<file path="config.mk">
export PLATFORM = sky130hd
export DESIGN_NAME = io_bank_ctrl
export DESIGN_NICKNAME = d
export VERILOG_FILES = /design/src/rtl/io_bank_ctrl.sv
export SDC_FILE = /design/constraint.sdc
export NUM_CORES = 1
export LEC_CHECK = 0
export ABC_CLOCK_PERIOD_IN_PS = 4000
export BUFFER_PORTS_ARGS = -buffer_cell sky130_fd_sc_hd__buf_2
export CAP_MARGIN = 10
export CORE_MARGIN = 3
export CORE_UTILIZATION = 50
export CTS_BUF_LIST = sky130_fd_sc_hd__clkbuf_4
export DETAILED_ROUTE_END_ITERATION = 8
export GPL_TIMING_DRIVEN = 1
export MAX_ROUTING_LAYER = met4
export PLACE_DENSITY = 0.75
export SLEW_MARGIN = 20
export SYNTH_ARGS = -nofsm -noshare
export SYNTH_HDL_FRONTEND = slang
export SYNTH_SLANG_ARGS = --single-unit
export TNS_END_PERCENT = 5
</file>
<file path="constraint.sdc">
create_clock -name clk -period 4 [get_ports clk]
set_input_delay 0.6 -clock clk [delete_from_list [all_inputs] [get_ports clk]]
set_output_delay 0.6 -clock clk [all_outputs]
set_load 0.02 [all_outputs]
</file>
<file path="src/rtl/io_bank_ctrl.sv">
// io_bank_ctrl: NBANK x UNIT_NBIT GPIO bank controller (masked writes, synchronised read-back, timed pulses).
// Latency: write/error response 1 cycle after accept, read 2 cycles, pulse max(len,1)+1 cycles.
// Backpressure: cmd_rdy high only in IDLE; source holds cmd_vd until accepted. Pulse op built only with IOBANK_PULSE_EN.
module io_bank_ctrl #(
    parameter int NBANK       = 4,
    parameter int UNIT_NBIT   = 16,
    parameter int BANK_NBIT   = 2,
    parameter int PULSE_NBIT  = 16,
    parameter int SYNC_STAGES = 2
) (
    input  logic                       clk,
    input  logic                       rst,
    input  logic                       cmd_vd,
    output logic                       cmd_rdy,
    input  logic [1:0]                 cmd_op,
    input  logic [BANK_NBIT-1:0]       cmd_bank,
    input  logic [UNIT_NBIT-1:0]       cmd_msk,
    input  logic [UNIT_NBIT-1:0]       cmd_dir,
    input  logic [UNIT_NBIT-1:0]       cmd_db,
    input  logic [PULSE_NBIT-1:0]      cmd_len,
    output logic                       rsp_vd,
    output logic                       rsp_err,
    output logic [UNIT_NBIT-1:0]       rsp_db,
    output logic [NBANK*UNIT_NBIT-1:0] io_oe,
    output logic [NBANK*UNIT_NBIT-1:0] io_out,
    input  logic [NBANK*UNIT_NBIT-1:0] io_in
);
    localparam int PINS = NBANK * UNIT_NBIT;
    localparam logic [1:0] OP_WR = 2'd0;
    localparam logic [1:0] OP_RD = 2'd1;

    typedef enum logic [1:0] {IDLE, RD, PULSE, RESP} state_t;

    state_t                 state_q, state_d;
    logic [PINS-1:0]        oe_q, oe_d, out_q, out_d;
    logic [PINS-1:0]        sync_q [SYNC_STAGES];
    logic [BANK_NBIT-1:0]   bank_q, bank_d;
    logic                   rsp_err_q, rsp_err_d;
    logic [UNIT_NBIT-1:0]   rsp_db_q, rsp_db_d;

    logic                   accept, bank_bad;
    logic [UNIT_NBIT-1:0]   cur_oe, cur_out, wr_oe, wr_out, sync_bank;

    assign cmd_rdy   = (state_q == IDLE) && !rst;
    assign accept    = cmd_vd && cmd_rdy;
    assign bank_bad  = int'(cmd_bank) >= NBANK;
    assign cur_oe    = oe_q[int'(cmd_bank)*UNIT_NBIT +: UNIT_NBIT];
    assign cur_out   = out_q[int'(cmd_bank)*UNIT_NBIT +: UNIT_NBIT];
    assign wr_oe     = (cur_oe & ~cmd_msk) | (cmd_dir & cmd_msk);
    assign wr_out    = (cur_out & ~cmd_msk) | (cmd_db & cmd_msk);
    assign sync_bank = sync_q[SYNC_STAGES-1][int'(bank_q)*UNIT_NBIT +: UNIT_NBIT];

`ifdef IOBANK_PULSE_EN
    localparam logic [1:0] OP_PL = 2'd2;

    logic [PULSE_NBIT-1:0]  cnt_q, cnt_d;
    logic [UNIT_NBIT-1:0]   sv_oe_q, sv_oe_d, sv_out_q, sv_out_d, sv_msk_q, sv_msk_d;
    logic [UNIT_NBIT-1:0]   pb_oe, pb_out, rs_oe, rs_out;

    // Restore only the bits the pulse forced; the rest of the bank is untouched.
    assign pb_oe  = oe_q[int'(bank_q)*UNIT_NBIT +: UNIT_NBIT];
    assign pb_out = out_q[int'(bank_q)*UNIT_NBIT +: UNIT_NBIT];
    assign rs_oe  = (pb_oe & ~sv_msk_q) | (sv_oe_q & sv_msk_q);
    assign rs_out = (pb_out & ~sv_msk_q) | (sv_out_q & sv_msk_q);

    // Pulse counter and saved pin state.
    always_ff @(posedge clk) begin
        if (rst) begin
            cnt_q    <= '0;
            sv_oe_q  <= '0;
            sv_out_q <= '0;
            sv_msk_q <= '0;
        end else begin
            cnt_q    <= cnt_d;
            sv_oe_q  <= sv_oe_d;
            sv_out_q <= sv_out_d;
            sv_msk_q <= sv_msk_d;
        end
    end
`else
    logic unused_len;
    assign unused_len = ^cmd_len;
`endif

    // Pad input synchroniser, free-running regardless of FSM state.
    always_ff @(posedge clk) begin
        if (rst) begin
            for (int i = 0; i < SYNC_STAGES; i++) sync_q[i] <= '0;
        end else begin
            sync_q[0] <= io_in;
            for (int i = 1; i < SYNC_STAGES; i++) sync_q[i] <= sync_q[i-1];
        end
    end

    // FSM state, pin registers and response registers.
    always_ff @(posedge clk) begin
        if (rst) begin
            state_q   <= IDLE;
            oe_q      <= '0;
            out_q     <= '0;
            bank_q    <= '0;
            rsp_err_q <= 1'b0;
            rsp_db_q  <= '0;
        end else begin
            state_q   <= state_d;
            oe_q      <= oe_d;
            out_q     <= out_d;
            bank_q    <= bank_d;
            rsp_err_q <= rsp_err_d;
            rsp_db_q  <= rsp_db_d;
        end
    end

    // Command decode, pin updates and next-state selection.
    always_comb begin
        state_d   = state_q;
        oe_d      = oe_q;
        out_d     = out_q;
        bank_d    = bank_q;
        rsp_err_d = rsp_err_q;
        rsp_db_d  = rsp_db_q;
`ifdef IOBANK_PULSE_EN
        cnt_d     = cnt_q;
        sv_oe_d   = sv_oe_q;
        sv_out_d  = sv_out_q;
        sv_msk_d  = sv_msk_q;
`endif
        case (state_q)
            IDLE: begin
                if (accept) begin
                    bank_d    = cmd_bank;
                    rsp_err_d = 1'b0;
                    rsp_db_d  = '0;
                    state_d   = RESP;
                    if (bank_bad) begin
                        rsp_err_d = 1'b1;
                    end else begin
                        case (cmd_op)
                            OP_WR: begin
                                oe_d[int'(cmd_bank)*UNIT_NBIT +: UNIT_NBIT]  = wr_oe;
                                out_d[int'(cmd_bank)*UNIT_NBIT +: UNIT_NBIT] = wr_out;
                                rsp_db_d = wr_out;
                            end
                            OP_RD: state_d = RD;
`ifdef IOBANK_PULSE_EN
                            OP_PL: begin
                                sv_oe_d  = cur_oe;
                                sv_out_d = cur_out;
                                sv_msk_d = cmd_msk;
                                oe_d[int'(cmd_bank)*UNIT_NBIT +: UNIT_NBIT]  = cur_oe | cmd_msk;
                                out_d[int'(cmd_bank)*UNIT_NBIT +: UNIT_NBIT] = wr_out;
                                // len 0 behaves as len 1: counter holds remaining cycles after the first.
                                cnt_d    = (cmd_len == '0) ? '0 : cmd_len - 1'b1;
                                state_d  = PULSE;
                            end
`endif
                            default: rsp_err_d = 1'b1;
                        endcase
                    end
                end
            end
            RD: begin
                rsp_db_d = sync_bank;
                state_d  = RESP;
            end
`ifdef IOBANK_PULSE_EN
            PULSE: begin
                if (cnt_q == '0) begin
                    oe_d[int'(bank_q)*UNIT_NBIT +: UNIT_NBIT]  = rs_oe;
                    out_d[int'(bank_q)*UNIT_NBIT +: UNIT_NBIT] = rs_out;
                    rsp_db_d = rs_out;
                    state_d  = RESP;
                end else begin
                    cnt_d = cnt_q - 1'b1;
                end
            end
`endif
            RESP:    state_d = IDLE;
            default: state_d = IDLE;
        endcase
    end

    assign rsp_vd  = (state_q == RESP);
    assign rsp_err = rsp_vd & rsp_err_q;
    assign rsp_db  = rsp_vd ? rsp_db_q : '0;
    assign io_oe   = oe_q;
    assign io_out  = out_q;
endmodule

</file>
# --- Word-level counts from Yosys, hierarchy flattened ---
# Memories as Yosys holds them, arrays and structs flattened.
# Cells that the tools add are included.
totals:
  regBits: 149
  ramBits: 128
  inputBits: 135
  out_inout_bits: 147
  wordCells: 53
  mem_count: 1
classes:
  addsub: 1
  n_eq_ne: 4
  shift: 6
  muxes: 15
  bitwise: 10
  reduce_logical: 10
mem_list:
  columns: ["name", "words", "word_bits", "rd", "rd_clocked_by_memory_dff", "write_ports", "line", "text"]
  rows:
  - ["sync_q", 2, 64, 2, 0, 2, "36", "logic [PINS-1:0] sync_q [SYNC_STAGES];"]
ops:
  columns: ["cell", "count"]
  rows:
  - ["64-bit by 7-bit variable part select with 16-bit output", 3]
  - ["64-bit bitwise mux", 2]
  - ["64-bit two-way mux", 2]
  - ["16-bit by 33-bit variable part select with 64-bit output", 2]
  - ["16-bit bitwise AND", 4]
  - ["16-bit by 33-bit variable shift with 64-bit output (first input constant)", 1]
  - ["16-bit two-way mux", 3]
  - ["6-bit negator with 33-bit output", 1]
  - ["16-bit OR", 2]
  - ["16-bit case mux with 2 select lines", 1]
  - ["16-bit inverter", 1]
  - ["2-bit by 1-bit == test with 1-bit output (second input constant)", 2]
  - ["2-bit zero test", 2]
  - ["1-bit two-way mux", 4]
  - ["2-bit two-way mux", 2]
  - ["2-bit case mux with 2 select lines", 1]
  - ["2-bit AND reduction", 2]
  - ["3-bit AND reduction", 1]
  - ["2-bit == test (second input constant)", 1]
  - ["1-bit logical AND", 2]
  - ["2-bit inequality test (second input constant)", 1]
  - ["1-bit OR", 2]
  - ["2-bit nonzero test", 1]
  - ["2-bit OR reduction", 1]
  - ["other kinds (2)", 2]

# --- Depth between registers and ports, before layout ---
logic_depth:
  ltp_word: 6
  mapped_depth: 9
  ltp_nobuf: 5

# --- Worst setup path after synthesis ---
# No wires, ideal clock.
synth_timing:
  path_type: "input port to flip-flop"
  startpoint: "input port cmd_bank[0]"
  endpoint: "register out_q[2], in the netlist io_out[2]"
  setup_time_ps: 75
  arrival_time_ps: 2369
  required_ps: 3925
  slack_ps: 1556
  path_stages: 9
  path_buffers: 4
  cell_sequence: "buf_2 -> buf_2 -> buf_2 -> inv_1 -> ha_1 -> nor3b_1 -> nand4_1 -> clkbuf_1 -> o21ai_0"
synth_between:
  elab_chain_cells: 5
  word_cells_on_any_way: 7
  cone_classes: "1 x add/sub; 3 x shift; 1 x mux; 2 x bitwise"
synth_rtl:
  columns: ["element", "line", "text"]
  rows:
  - ["start: declaration", "16", "input logic [BANK_NBIT-1:0] cmd_bank,"]
  - ["64-bit by 7-bit variable part select with 16-bit output", "48", "assign cur_out = out_q[int'(cmd_bank)*UNIT_NBIT +: UNIT_NBIT];"]
  - ["16-bit bitwise AND", "50", "assign wr_out = (cur_out & ~cmd_msk) | (cmd_db & cmd_msk);"]
  - ["16-bit OR", "50", null]
  - ["16-bit by 33-bit variable part select with 64-bit output", "141", "out_d[int'(cmd_bank)*UNIT_NBIT +: UNIT_NBIT] = wr_out;"]
  - ["64-bit bitwise mux (*)", "141", null]
  - ["end signal: assignment", "107", "out_q <= out_d;"]
  - ["end: declaration", "35", "logic [PINS-1:0] oe_q, oe_d, out_q, out_d;"]
# Every way passes the cells marked *; elsewhere a longest branch is shown, timed or not.
# A chain may end at the register's enable or synchronous reset.

# --- Worst setup path after layout ---
layout_timing:
  startpoint: "register state_q[0]"
  endpoint: "output port rsp_db[12]"
layout_between:
  elab_chain_cells: 2
layout_rtl:
  columns: ["element", "line", "text"]
  rows:
  - ["start: declaration", "34", "state_t state_q, state_d;"]
  - ["start signal: assignment", "105", "state_q <= state_d;"]
  - ["2-bit == test", "183", "assign rsp_vd = (state_q == RESP);"]
  - ["16-bit two-way mux", "185", "assign rsp_db = rsp_vd ? rsp_db_q : '0;"]
  - ["end: declaration", "23", "output logic [UNIT_NBIT-1:0] rsp_db,"]
# Every way passes these cells.

==> run_results.csv <==
group,metric,value,unit
worst_setup_path,critPathTopFamily,"flip-flops",
floorplan,die_area,0.0218,sq mm
power_and_ir_drop,peakVddDrop,0.000288,V
grt,grt_overflow,0,
clock_tree,cts.sinks,277,
power_and_ir_drop,p_clk_frac,0.414,
sta,rsz0062_at_grt,"false",
floorplan,die_x,148,microns
grt,grt_pass1_wl,41300,microns
yosys,synth_seq_area_share,0.554,
place,gp_congestion,0.842,
yosys,synth_edf_count,0,
power_and_ir_drop,power_leakage,5.58,nW
place,pre_cts_ws,1.37,ns
worst_setup_path,worstPathRequired,3.40,ns
min_path,min_from,"io_in[35]",
yosys,ys_types,31,
power_and_ir_drop,p_sw,0.00132,W
grt,grt_max_degree,92,
layout,multiInputGateArea,0.00419,sq mm
clock_tree,worstSkewPairLatency,0.64,ns
clock_tree,cts_resized,0,
detailed_routing,ant_nets,0,
yosys,synth_top_area_share,0.554,
sta,worstMarginPinSlew,1.12,ns
yosys,async_flop_share,0,
worst_setup_path,crit_arrival,1.97,ns
layout,syn_to_final_growth,24.3,%
clock_tree,cts_setup_buffers,0,
worst_setup_path,critPathLaunch,"state_q[0]$_SDFFE_PP0P_",
worst_setup_path,cp_cell_sequence,"and3_1, buf_2",
grt,antenna_found_initial,3,
yosys,synth_ff_type,"dfxtp_1",
clock_tree,cts_buffers,70,
detailed_routing,wl_per_cell,16.2,microns
yosys,syn_nets,1180,
sta,fin_crit,2.57,ns
yosys,yosysMostFrequentCell,"dfxtp_1",
min_path,hp-class,"in -> reg",
place,post-dp-hpwl,18400,microns
yosys,ys_ff_latch,277,
power_and_ir_drop,p_int,0.00420,W
place,placed_cells,1515,
detailed_routing,vias,8301,
layout,finalNonFillerCells,1636,
detailed_routing,drc,0,
detailed_routing,viasPerCell,5.07,
layout,regArea,0.00555,sq mm
clock_tree,cts_tree,"done",
floorplan,rows,51,
sta,finalSetupViolations,0,
worst_setup_path,start_kind,"register",
worst_setup_path,worst_setup_path_end_kind,"output pin",
power_and_ir_drop,swShare,0.239,
floorplan,core_area,0.0196,sq mm
outcome,status,"completed",
worst_setup_path,cp_max_fo,26,
floorplan,chipHeight,148,microns
run,maxCapViolations,0,
yosys,syn_inst,1040,
worst_setup_path,path_class,"reg -> out",
clock_tree,clk_pin_slew,0.06,ns
clock_tree,cts_root_buf,"clkbuf_4",
detailed_routing,initialDrtViolationCount,360,
clock_tree,clk_path_buf_depth,3,
worst_setup_path,crit_path_top_delay_cell,"dfxtp_1",
yosys,synth_commonest_cells,"dfxtp_1 (277), nor2b_1 (145), nand2_1 (135)",
floorplan,ios,282,
clock_tree,cts_hold_buf,0,
sta,hold_viol_final,0,
layout,drive_gt1_frac,0.291,
detailed_routing,drt_pass1_iterations,5,
power_and_ir_drop,pwr-share-seq,0.519,
layout,nFillCells,1707,
sta,fin_crit_sh,0.643,
power_and_ir_drop,combPwrFrac,0.066,
clock_tree,htree_levels,3,
sta,max_freq,0.389,GHz
sta,max_slew_margin,0.254,
power_and_ir_drop,power_density,443,mW/mm^2
sta,clock_skew,0.0336,ns
worst_setup_path,cp_slowest_stage_delay,0.86,ns
grt,grt_pass1_vias,8029,
floorplan,initial_utilization,0.511,
detailed_routing,routed_wl,26500,microns
yosys,yosysWarnings,0,
yosys,postSynthAreaPerCell,9.63,sq um
worst_setup_path,path_buf_inv,1,
sta,fin_ws,1.43,ns
sta,maxSlewViolCount,0,
place,portBuffers,265,
yosys,yosys.area.top_type,"dfxtp_1",
sta,setup_tns,0,ns
worst_setup_path,r2r_start,"state_q[0]$_SDFFE_PP0P_",
yosys,ys_top_cells_by_area,"dfxtp_1 (55%), mux2i_1 (9.6%), nor2b_1 (9.1%)",
grt,grt_usage,0.244,
layout,fin_nets,1463,
yosys,post_synth_instance_area,0.0100,sq mm
power by group through the flow:
stage | sequential [W] | clock [W] | combinational [W]
final | 0.00287 | 0.00229 | 0.000367
after global placement | 0.00293 | 0 | 0.000358
after detailed placement | 0.00293 | 0 | 0.000364
after CTS | 0.00287 | 0.00236 | 0.000365
after global routing | 0.00287 | 0.00251 | 0.000404
after floorplan | 0.00291 | 0 | 0.000237
through the flow:
step,cell area [sq um],hold slack (ns),utilization,total power [W]
after global placement,11500,0.420,0.589,0.00328
after global routing,12500,0.0792,0.636,0.00579
after detailed placement,11500,0.420,0.590,0.00329
final,12500,0.157,0.636,0.00552
after CTS,12400,0.0705,0.634,0.00559
after floorplan,10000,0.414,-,0.00315
cell families after synthesis:
| family | share of synthesized area |
|---|---|
| adders and majority gates | 0.00625 |
| DFF | 0.554 |
| buffers and inverters | 0.0350 |
| and+or+nand+nor | 0.172 |
| AOI/OAI and AO/OA | 0.138 |
| muxes | 0.0959 |
cell type report:
cell class / count / share of cell area
diodes: 3 / 0.000603
clock buffers: 100 / 0.0603
clock inverters: 17 / 0.00954
inverters: 19 / 0.00573
multi-input cells: 678 / 0.336
flip-flops and latches: 277 / 0.445
well taps: 265 / 0.0266
repair buffers: 277 / 0.116
state kept, by name, summed over array words and instances (netlist names):
register   flops
sync_q       128
io_oe         64
io_out        64
rsp_db_q      16
bank_q         2
state_q        2
rsp_err_q      1
cells in the final DEF, fill, tap and decap left out, types with 2 or more instances in the layout:
cell	synthesis	layout
clkbuf_4	0	100
and3_1	17	17
dfxtp_1	277	276
nor3_1	2	2
a22oi_1	32	32
mux2i_1	96	96
diode_2	0	3
inv_1	19	19
nor2b_1	145	145
a31oi_4	0	4
buf_2	14	263
o21ai_0	110	110
nand4_1	3	3
clkinv_4	0	4
a21oi_1	19	19
nor2_1	18	18
o21ai_1	50	50
clkinv_2	0	4
buf_4	0	13
nand2_1	135	135
o22ai_1	32	32
ha_1	5	5
clkinv_1	0	7
metal layers:
metal,GRT usage,routed length (microns)
met4,0.0955,640
met3,0.0601,1980
met2,0.388,12400
met1,0.300,11400
met5,-,0
worst reg2reg max path, cell delays in order (launching register included):
cell,delay (ns)
dfxtp_1,0.57
or4b_4,0.68
nor4_4,0.22
nand4_1,0.35
buf_4,0.37
o21ai_0,0.20
final timing paths:
check                              to  slack [ns]  cells past startpoint
max                        rsp_db[12]        1.43                      2
min          sync_q[0][35]$_SDFF_PP0_        0.16                      2
min reg2reg  sync_q[0][70]$_SDFF_PP0_        0.43                      1
max reg2reg    io_oe[32]$_SDFFE_PP0P_        1.52                      5
No activity file was read; power rests on OpenSTA's default activity.
